File: config.mk
export PLATFORM = sky130hd
export DESIGN_NAME = cpu_display_driver
export DESIGN_NICKNAME = d
export VERILOG_FILES = /design/src/rtl/cpu_display_pkg.sv /design/src/rtl/hex_to_seg7.sv /design/src/rtl/cpu_display_driver.sv
export SDC_FILE = /design/constraint.sdc
export NUM_CORES = 1
export LEC_CHECK = 0
export BUFFER_PORTS_ARGS = -buffer_cell sky130_fd_sc_hd__clkbuf_2
export CAP_MARGIN = 20
export CELL_PAD_IN_SITES_DETAIL_PLACEMENT = 0
export CELL_PAD_IN_SITES_GLOBAL_PLACEMENT = 1
export CORE_ASPECT_RATIO = 0.75
export CORE_MARGIN = 2
export CORE_UTILIZATION = 44
export CTS_BUF_LIST = sky130_fd_sc_hd__clkbuf_4 sky130_fd_sc_hd__clkbuf_8 sky130_fd_sc_hd__clkbuf_16
export CTS_CLUSTER_SIZE = 14
export DETAILED_ROUTE_END_ITERATION = 16
export PLACE_DENSITY_LB_ADDON = 0.1
export SYNTH_ARGS = -nofsm -noshare
export SYNTH_HDL_FRONTEND = slang
export SYNTH_HIERARCHICAL = 1
export SYNTH_SLANG_ARGS = --single-unit
File: constraint.sdc
create_clock -name clk -period 3.1 [get_ports clk]
set_clock_uncertainty 0.1 [all_clocks]
set_input_delay 0.62 -clock clk [delete_from_list [all_inputs] [get_ports clk]]
set_output_delay 0.62 -clock clk [all_outputs]
set_load 0.05 [all_outputs]
File: src/rtl/cpu_display_pkg.sv
// ---------------------------------------------------------------------------
// cpu_display_pkg
// Shared constants for the CPU seven-segment display driver.
//   NUM_DIGITS : number of multiplexed digits on the board
//   SEG_BLANK  : segment pattern with every segment dark (active-low)
//   AN_OFF     : anode pattern with every digit disabled (active-low)
//   SEG_TABLE  : hex nibble -> {g,f,e,d,c,b,a}, active-low, indexed by nibble
// ---------------------------------------------------------------------------
package cpu_display_pkg;

   localparam int         NUM_DIGITS = 8;
   localparam logic [6:0] SEG_BLANK  = 7'h7F;
   localparam logic [7:0] AN_OFF     = 8'hFF;

   // Packed so that SEG_TABLE[n] yields the pattern for nibble n.
   // Listed from F down to 0.
   localparam logic [15:0][6:0] SEG_TABLE = {
      7'h0E, 7'h06, 7'h21, 7'h46,   // F E d C
      7'h03, 7'h08, 7'h10, 7'h00,   // b A 9 8
      7'h78, 7'h02, 7'h12, 7'h19,   // 7 6 5 4
      7'h30, 7'h24, 7'h79, 7'h40    // 3 2 1 0
   };

endpackage

File: src/rtl/hex_to_seg7.sv
// ---------------------------------------------------------------------------
// hex_to_seg7
// Combinational hex nibble to seven-segment decoder, active-low outputs.
// Ports:
//   i_nibble [3:0] : value to display
//   o_seg    [6:0] : {g,f,e,d,c,b,a}, 0 = segment lit
// ---------------------------------------------------------------------------
module hex_to_seg7
   import cpu_display_pkg::*;
(
   input  logic [3:0] i_nibble,
   output logic [6:0] o_seg
);

   assign o_seg = SEG_TABLE[i_nibble];

endmodule

File: src/rtl/cpu_display_driver.sv
// ---------------------------------------------------------------------------
// cpu_display_driver
// Shows the CPU's 32-bit display register in hex on an 8-digit multiplexed,
// active-low seven-segment display. The register is copied into a shadow
// (unless frozen), digits are scanned with a CLK_DIV-cycle slot each, and the
// last cycle of every slot is blanked to avoid ghosting between digits.
// Ports:
//   clk         : system clock, rising edge
//   rst         : synchronous reset, active low
//   display_reg : value from the CPU, nibble i shown on digit i
//   freeze      : 1 = hold the shadow value and the change counter
//   seg  [6:0]  : {g,f,e,d,c,b,a}, active low
//   an   [7:0]  : digit enables, active low, one-hot-low
//   dp          : decimal point, active low, lit on digit 0 while frozen
//   change_cnt  : count of captured value changes, modulo 256
// Parameters:
//   CLK_DIV  : clock cycles per digit slot (>= 2)
//   BLANK_LZ : 1 = blank leading zero digits (digit 0 always shown)
// ---------------------------------------------------------------------------
module cpu_display_driver
   import cpu_display_pkg::*;
#(
   parameter int CLK_DIV  = 50000,
   parameter bit BLANK_LZ = 1'b1
)(
   input  logic        clk,
   input  logic        rst,
   input  logic [31:0] display_reg,
   input  logic        freeze,
   output logic [6:0]  seg,
   output logic [7:0]  an,
   output logic        dp,
   output logic [7:0]  change_cnt
);

   localparam int DIV_W = $clog2(CLK_DIV);

   logic [DIV_W-1:0] r_div;
   logic [2:0]       r_idx;
   logic [31:0]      r_shadow;
   logic [7:0]       r_change_cnt;
   logic [6:0]       r_seg;
   logic [7:0]       r_an;
   logic             r_dp;

   logic             w_tick;
   logic [3:0]       w_nibbles [NUM_DIGITS];
   logic             w_upper_zero [NUM_DIGITS];
   logic [6:0]       w_seg_dec;
   logic             w_digit_blank;

   assign w_tick = (r_div == DIV_W'(CLK_DIV - 1));

   // Per-digit nibble and "everything from this digit upward is zero" flag.
   // Digit 0 is never treated as a leading zero so a zero value still shows.
   for (genvar gi = 0; gi < NUM_DIGITS; gi++) begin : g_digit
      assign w_nibbles[gi] = r_shadow[4*gi +: 4];
      if (gi == 0) begin : g_first
         assign w_upper_zero[gi] = 1'b0;
      end else begin : g_upper
         assign w_upper_zero[gi] = (r_shadow[31:4*gi] == '0);
      end
   end

   hex_to_seg7 u_decode (
      .i_nibble (w_nibbles[r_idx]),
      .o_seg    (w_seg_dec)
   );

   assign w_digit_blank = BLANK_LZ && w_upper_zero[r_idx];

   always_ff @(posedge clk) begin
      if (!rst) begin
         r_shadow     <= '0;
         r_change_cnt <= '0;
         r_div        <= '0;
         r_idx        <= '0;
         r_an         <= AN_OFF;
         r_seg        <= SEG_BLANK;
         r_dp         <= 1'b1;
      end else begin
         // Capture: freeze sampled on the same edge as display_reg, so a
         // change arriving together with freeze is not taken.
         if (!freeze) begin
            r_shadow <= display_reg;
            if (display_reg != r_shadow) begin
               r_change_cnt <= r_change_cnt + 8'd1;
            end
         end

         // Slot divider and digit index.
         if (w_tick) begin
            r_div <= '0;
            r_idx <= r_idx + 3'd1;
         end else begin
            r_div <= r_div + DIV_W'(1);
         end

         // Output registers. The tick edge loads a blank slot; the digit
         // after it is driven from the advanced index on the next edge,
         // using whatever shadow value is current by then.
         if (w_tick) begin
            r_an  <= AN_OFF;
            r_seg <= SEG_BLANK;
            r_dp  <= 1'b1;
         end else begin
            r_an  <= ~(8'd1 << r_idx);
            r_seg <= w_digit_blank ? SEG_BLANK : w_seg_dec;
            r_dp  <= ~(freeze && (r_idx == 3'd0));
         end
      end
   end

   assign seg        = r_seg;
   assign an         = r_an;
   assign dp         = r_dp;
   assign change_cnt = r_change_cnt;

endmodule

After elaboration in Yosys (flattened, before gate mapping)
Memories as Yosys holds them, arrays and structs flattened. A register that Yosys moved wholly into a read port is not among the register bits. Cells that the tools add are included. Widths: inputs -> output; s select.

$add $sub $neg: 3. Bitwise gates (word level): 5. Mux-type cells: 6. Shift-type cells: 1. Reductions and logical operators: 12. $lt $le $gt $ge: 1. Equal/unequal tests: 2.

Operator list (count): $ne 32x32->1 (1); $logic_not 28->1 (1); $logic_not 24->1 (1); $logic_not 20->1 (1); $add 16x1->16 const B (1); $eq 16x16->1 const B (1); $logic_not 16->1 (1); $bmux 4 s3 (1); $logic_not 12->1 (1); $add 8x1->8 const B (1); $logic_not 8->1 (1); $mux 4 (2); $not 8->8 (1); $shl 1x3->8 const A (1); $ge 4x4->1 const B (1); $logic_not 4->1 (1); $not 3->4 (1); $add 3x1->3 const B (1); $bmux 1 s3 (1); $logic_not 3->1 (1); $not 1->1 (3); $reduce_or 3->1 (1); $mux 1 (2); $reduce_and 2->1 (1); 2 further kinds (2).

Output and inout bits: 24. Register bits after elaboration: 68. Word-level logic and storage cells: 37. Memories kept: 1. ROM bits: 112.

Memories: (name not given) (words 16, bits a word 7, rd ports 1, clocked after Yosys merged registers in 1, write ports 0, RTL line hex_to_seg7.sv:15) `assign o_seg = SEG_TABLE[i_nibble];`.

Logic depth before layout (Yosys ltp)
Gate-level depths: netlist of the first run.

Depth after elaboration: 5. Gate-level depth with buffers: 10. Mapped depth without buffers: 9.

Modules after synthesis
Netlist of the first run, hierarchy kept.

Modules (own cells, without submodules): cpu_display_driver (area an instance 3579.7 um^2, cells an instance 361, instances 1, sequential area each 1501.4 um^2); hex_to_seg7 (area an instance 271.5 um^2, cells an instance 35, instances 1, sequential area each 0.0 um^2).

Worst setup path after synthesis of the first run
No wires, ideal clock.

Kind: register to register. From: register r_idx[0]. To: register r_seg[0], in the netlist seg[0]. Period minus slack after synthesis: 2488 ps. Stages on the path, launching flop included: 10. Path buffers: 1. Setup slack: 612 ps. Setup time: 127 ps. Data required time: 2873 ps. Data arrival time: 2261 ps. Path through: dfxtp_1 > buf_2 > mux4_2 > nand2_1 > nand2_1 > ha_1 > or2b_1 > o211ai_1 > o21ai_1 > or3_1.

Cells in the longest elaborated chain, start to end: 5.

Ends and longest elaborated chain: start, declared (RTL line cpu_display_driver.sv:39) `logic [2:0] r_idx;`; start signal, assigned (RTL line cpu_display_driver.sv:94) `r_idx <= r_idx + 3'd1;`; $not 3->4 (not written as such) (*) (RTL line cpu_display_driver.sv:66, cpu_display_driver.sv:70); $bmux 1 s3 (RTL line cpu_display_driver.sv:70) `assign w_digit_blank = BLANK_LZ && w_upper_zero[r_idx];`; $mux 1 (not written as such) (2 in a row) (RTL line cpu_display_driver.sv:70); $reduce_or 3->1 (no source line); end, declared (RTL line cpu_display_driver.sv:42) `logic [6:0] r_seg;`.

Every way passes the cells marked *; elsewhere a longest branch is shown, timed or not. The select of a mux whose other input is x is not followed. A chain may end at the register's enable or synchronous reset.

Worst setup path in the final report of the first run
From: register r_idx[0]. To: register r_seg[4], in the netlist seg[4].

Same word-level chain as after synthesis.

==> summary.txt, run 1 <==
Tot GR Track Use = 0.2012
H-tree depth = 3
Effective utilization at floorplan = 0.4536
FFs w/ async S/R, synth = 0
Area Overhead vs Synth = 17.54%
CP max-delay cell = dfxtp_1
Final Cycle Share = 0.8883
Maximum vdd drop = 0.3753 mV
Critical path type = reg2reg
Slew HR = 0.6190
Placed insts = 552
Largest net degree at the start of global routing = 52
Number of global-route vias before repair = 2911
DR pass1 iterations = 4
Syn Inst Count = 396
Longest Clk Path Bufs = 2
Multi-input logic area = 2231 µm²
PD cells = 521.6 nW/µm²
Clock period minus worst slack = 2754 ps
Register clock-pin slew on the reported worst setup and hold paths = 50 ps
Root Driver = clkbuf_16
Initial antenna violation count = 0
Layout cells sized above 1 = 0.2157
# clock sinks = 75
Skew-Pair Late Insertion Delay = 330 ps
P_leak = 0.001827 µW
Synth warn = 6
Total grt overflow = 0
# resized after CTS = 0
Total Power = 2361 µW
Mapped Area = 3851 µm²
Status = finished, final reports clean
Fmax = 0.3631 GHz
Vert. Die Dim = 85.02 µm
Crit end category = register
DRC violations left = 0
DP Worst Slack = 332.2 ps
Library cells used by synthesis = 50
Synth Net Count = 446
Max cap viols = 0
Routed WL per cell = 15.41 µm
CTS tree = yes
RSZ-0062 raised after global routing = no
Reg area = 1501 µm²
# fillers = 814
Yosys reg bits = 75
Post-DP HPWL = 6.515 mm
# rows = 29
Mapped Avg Cell Area = 9.725 µm²
Final hold violations = 0
Crit-path cells = buf_4 -> mux4_2 -> nand2_1 -> nand2_1 -> buf_4 -> o21ai_0 -> o22ai_1 -> or3_1
Ant diodes = 0
Post-route ant nets = 0
Worst path max stage delay = 640 ps
Layout Nets = 505
Arr. time, crit path = 2870 ps
Critical-path maximum fanout = 10
Global-route wire length before repair = 14.79 mm
Setup Viol. Count Final = 0
Starting DRT DRC Count = 171
Slew @ Worst Pin = 566.3 ps
Sequential fraction of the synthesis area = 0.3899
WP data required = 3210 ps
Worst hold-check path type = reg2reg
EDFF count, synth = 0
Worst Setup Start Kind = register
Post-CTS setup buffer count = 0
Die Area = 9525 µm²
Final TNS setup = 0 ps
Via-per-instance ratio = 5.078
CTS Hold Bufs = 0
DIE WIDTH = 112.0 µm
Top FF cell, synth = dfxtp_1
Final WL = 8.735 mm
Final Max Slew Viols = 0
Final Non-Filler Cells = 567
IO Pins = 59
Final GP Congestion = 0.8444
Worst Setup Slack, final = 346.2 ps
IO Port Bufs = 58
Inserted Clock Buffers = 9
Core area = 8491 µm²
Via Count = 2879
kinds of logic after synthesis:
group                      after synthesis  share of synthesized area
adders and majority gates               15                    0.04873
muxes                                   46                     0.1459
AOI/OAI and AO/OA                       29                    0.05069
xor gates and xnor gates                47                     0.1069
buffers and inverters                   25                    0.03087
and+or+nand+nor                        159                     0.2271
DFF                                     75                     0.3899
through the flow:
step	util	area (µm²)	hold slack (ps)
2_1_floorplan	-	3851	317.5
3_3_place_gp	0.4993	4239	328.4
3_5_place_dp	0.4993	4239	344.6
4_1_cts	0.5332	4527	353.9
5_1_grt	0.5332	4527	410.9
6_report	0.5332	4527	351.8
routing by layer:
layer / global-route usage / share of wire
met1: 0.2750 / 0.50
met2: 0.3003 / 0.42
met3: 0.07143 / 0.075
met4: 0.06319 / 0.013
met5: 0 / 0
registers in the layout, summed over array words and instances, names as in the netlist:
name	flops
an	8
r_idx	3
seg	7
r_div	16
dp	1
r_shadow	32
change_cnt	8
critical path: cells and delay by family, from the launching register on:
| family | cells | cell delay [ps] |
|---|---|---|
| AOI/OAI and AO/OA | 2 | 270 |
| DFF | 1 | 640 |
| buffers and inverters | 2 | 470 |
| and+or+nand+nor | 3 | 660 |
| muxes | 1 | 510 |
final timing paths:
| kind | from | to | slack [ps] | depth (start not counted) |
|---|---|---|---|---|
| max | r_idx[0] | seg[4] | 350 | 8 |
| min | r_div[0] | r_div[0] | 350 | 1 |
| max reg2reg | r_idx[0] | seg[4] | 350 | 8 |
| min reg2reg | r_div[0] | r_div[0] | 350 | 1 |
final cells by class:
type	instances	area share
clock buffer	12	0.05473
clock inverter	3	0.008845
inverter	9	0.008015
multi-input combinational	296	0.4928
sequential	75	0.3317
tap	108	0.02985
timing repair buffer	64	0.07407
synth_stat cells (3+ instances only):
library cell / count / share of area
nand2b_1: 6 / 0.0097
dfxtp_1: 75 / 0.39
o21ai_0: 5 / 0.0065
nor4_2: 3 / 0.0097
nor3_1: 3 / 0.0039
xor2_1: 10 / 0.023
xnor2_1: 37 / 0.084
mux2i_1: 37 / 0.096
a21oi_1: 6 / 0.0078
nand3_1: 10 / 0.013
and2_1: 7 / 0.011
nand4_1: 12 / 0.019
clkbuf_1: 7 / 0.0068
or3_1: 9 / 0.015
nor2b_1: 33 / 0.054
inv_1: 8 / 0.0078
nand2_1: 38 / 0.037
nor4_1: 8 / 0.013
buf_2: 6 / 0.0078
mux4_2: 8 / 0.047
o21ai_1: 3 / 0.0039
ha_1: 15 / 0.049
nor2_1: 19 / 0.019
report_power, final:
part	internal [µW]	total, µW	switching (µW)
clock network	642	1020	378
logic	127	293	166
registers	1010	1050	42.1
total	1770	2360	587
placed cells by master (no fill, tap or decap), types with 10 or more instances in the layout:
cell      count
nand3_1      10
nor2_1       19
ha_1         15
dfxtp_1      75
mux2i_1      37
clkbuf_2     58
xnor2_1      37
nand2_1      38
xor2_1       10
nor2b_1      33
nand4_1      12
(Power assumes the default switching activity.)
==> inputs of run 2 (changes only) <==
--- a/config.mk
+++ b/config.mk
@@ -13,7 +13,7 @@
 export CORE_MARGIN = 2
 export CORE_UTILIZATION = 44
 export CTS_BUF_LIST = sky130_fd_sc_hd__clkbuf_4 sky130_fd_sc_hd__clkbuf_8 sky130_fd_sc_hd__clkbuf_16
-export CTS_CLUSTER_SIZE = 14
+export CTS_CLUSTER_SIZE = 10
 export DETAILED_ROUTE_END_ITERATION = 16
 export PLACE_DENSITY_LB_ADDON = 0.1
 export SYNTH_ARGS = -nofsm -noshare
==> constraint.sdc (replaced) <==
create_clock -name clk -period 2.8 [get_ports clk]
set_clock_uncertainty 0.1 [all_clocks]
set_input_delay 0.56 -clock clk [delete_from_list [all_inputs] [get_ports clk]]
set_output_delay 0.56 -clock clk [all_outputs]
set_load 0.05 [all_outputs]
==> run 2 against run 1 <==
  * Die area stayed put
  * Power is 25% higher
  * First-iteration DRC count is 5.8% lower
  * Utilization is 1.4 points higher
  * Register-to-register slack worse by 150 ps
  * Critical endpoint is now seg[3]
  * Highest routed layer unchanged
==> summary.txt, run 2 (same netlist as run 1, synthesis figures left out) <==
Critical-path maximum fanout = 8
R2r worst-path depth = 8
Ant diodes = 0
CTS Hold Bufs = 0
Total grt overflow = 0
Register clock-pin slew on the reported worst setup and hold paths = 60 ps
R2r setup slk = 190 ps
Vert. Die Dim = 85.02 µm
Area Overhead vs Synth = 20.73%
Metal2 WL = 3.801 mm
Maximum vdd drop = 0.4249 mV
CTS tree = yes
Die Area = 9525 µm²
Slew HR = 0.6044
IO Port Bufs = 58
Root Driver = clkbuf_16
Layout Nets = 509
Longest Clk Path Bufs = 2
Final WL = 9.102 mm
H-tree depth = 3
Largest net degree at the start of global routing = 52
Crit end category = register
Final TNS setup = 0 ps
Status = finished, final reports clean
Final Cycle Share = 0.9304
Via Count = 2963
Skew-Pair Late Insertion Delay = 340 ps
IO Pins = 59
Flip-flop count of the largest register after layout = 32
Final GP Congestion = 0.9089
Setup Viol. Count Final = 0
Post-DP HPWL = 6.828 mm
Initial antenna violation count = 0
R2r startpoint = r_idx[0]
Fmax = 0.3839 GHz
Clock period minus worst slack = 2605 ps
# clock sinks = 75
Final Max Slew Viols = 0
Tot GR Track Use = 0.2027
P_leak = 0.001888 µW
WP data required = 2920 ps
Placed insts = 556
DR pass1 iterations = 4
Worst hold endpoint = r_div[0]
Global-route wire length before repair = 15.03 mm
Top layer in use = met4
Post-CTS setup buffer count = 0
# resized after CTS = 0
WL met3 = 647 µm
Arr. time, crit path = 2720 ps
R2r endpoint = seg[3]
M1 WL = 4.535 mm
Worst hold-check path type = reg2reg
Number of global-route vias before repair = 2912
Layout cells sized above 1 = 0.2241
# fillers = 821
Biggest register = r_shadow
Inserted Clock Buffers = 9
# rows = 29
DRC violations left = 0
Effective utilization at floorplan = 0.4536
WHS Path Cells = 1
Max cap viols = 0
DIE WIDTH = 112.0 µm
Final hold violations = 0
Commonest non-fill, non-tap cell in the layout = dfxtp_1
Starting DRT DRC Count = 161
Routed WL per cell = 15.91 µm
Final Non-Filler Cells = 572
Post-route ant nets = 0
Slew @ Worst Pin = 587.9 ps
Critical path type = reg2reg
Via-per-instance ratio = 5.180
Total Power = 2951 µW
RSZ-0062 raised after global routing = no
PD cells = 634.7 nW/µm²
Regs by FF count = r_shadow (32), r_div (16)
Hold path startpoint = r_div[0]
Core area = 8491 µm²
Most frequent cells in the layout = dfxtp_1 (75), clkbuf_2 (58), nand2_1 (38), mux2i_1 (37), xnor2_1 (37)
WHS = 360.6 ps
Worst Setup Start Kind = register
==> run 2: worst max path at each step <==
| stage | start | to | slack, ps | depth (start not counted) |
|---|---|---|---|---|
| 4_1_cts | r_idx[0] | seg[3] | 180 | 8 |
| 2_1_floorplan | r_idx[0] | seg[0] | 310 | 9 |
| 3_3_place_gp | r_idx[0] | seg[3] | 270 | 8 |
| 5_1_grt | r_idx[0] | seg[3] | 20 | 8 |
| 6_report | r_idx[0] | seg[3] | 190 | 8 |
| 3_5_place_dp | r_idx[0] | seg[3] | 200 | 8 |
==> run 2: per-layer routing <==
| metal | GRT usage | vias to the layer above |
|---|---|---|
| li1 | - | 1493 |
| met3 | 0.06929 | 10 |
| met4 | 0.05654 | 0 |
| met2 | 0.2898 | 74 |
| met1 | 0.2920 | 1386 |
| met5 | 0 | - |
==> run 2: cell type report <==
type                            count  area [µm²]  area share
Clock buffer                       12       260.3     0.05597
Clock inverter                      4       120.1     0.02583
Inverter                            9       36.28    0.007804
Multi-Input combinational cell    296        2231      0.4798
Sequential cell                    75        1501      0.3229
Tap cell                          108       135.1     0.02906
Timing Repair Buffer               68       365.4     0.07858
==> run 2: metrics by stage <==
stage,setup WS (ps),utilization,instance area [µm²]
2_1_floorplan,311.8,-,3851
4_1_cts,182.0,0.5476,4649
5_1_grt,15.65,0.5476,4649
3_3_place_gp,273.7,0.5028,4269
3_5_place_dp,203.1,0.5028,4269
6_report,195.0,0.5476,4649
==> run 2: critical path, stage by stage (launching register included) <==
cell	delay (ps)
dfxtp_1	500
buf_4	240
mux4_2	510
nand2_1	90
nand2_1	180
or2_1	300
a21oi_1	140
a31oi_1	50
or3_1	370
==> run 2: power by group <==
part           switching (µW)  internal, µW
clock                     439          1020
sequential               45.5          1110
combinational             190           145
total                     674          2280
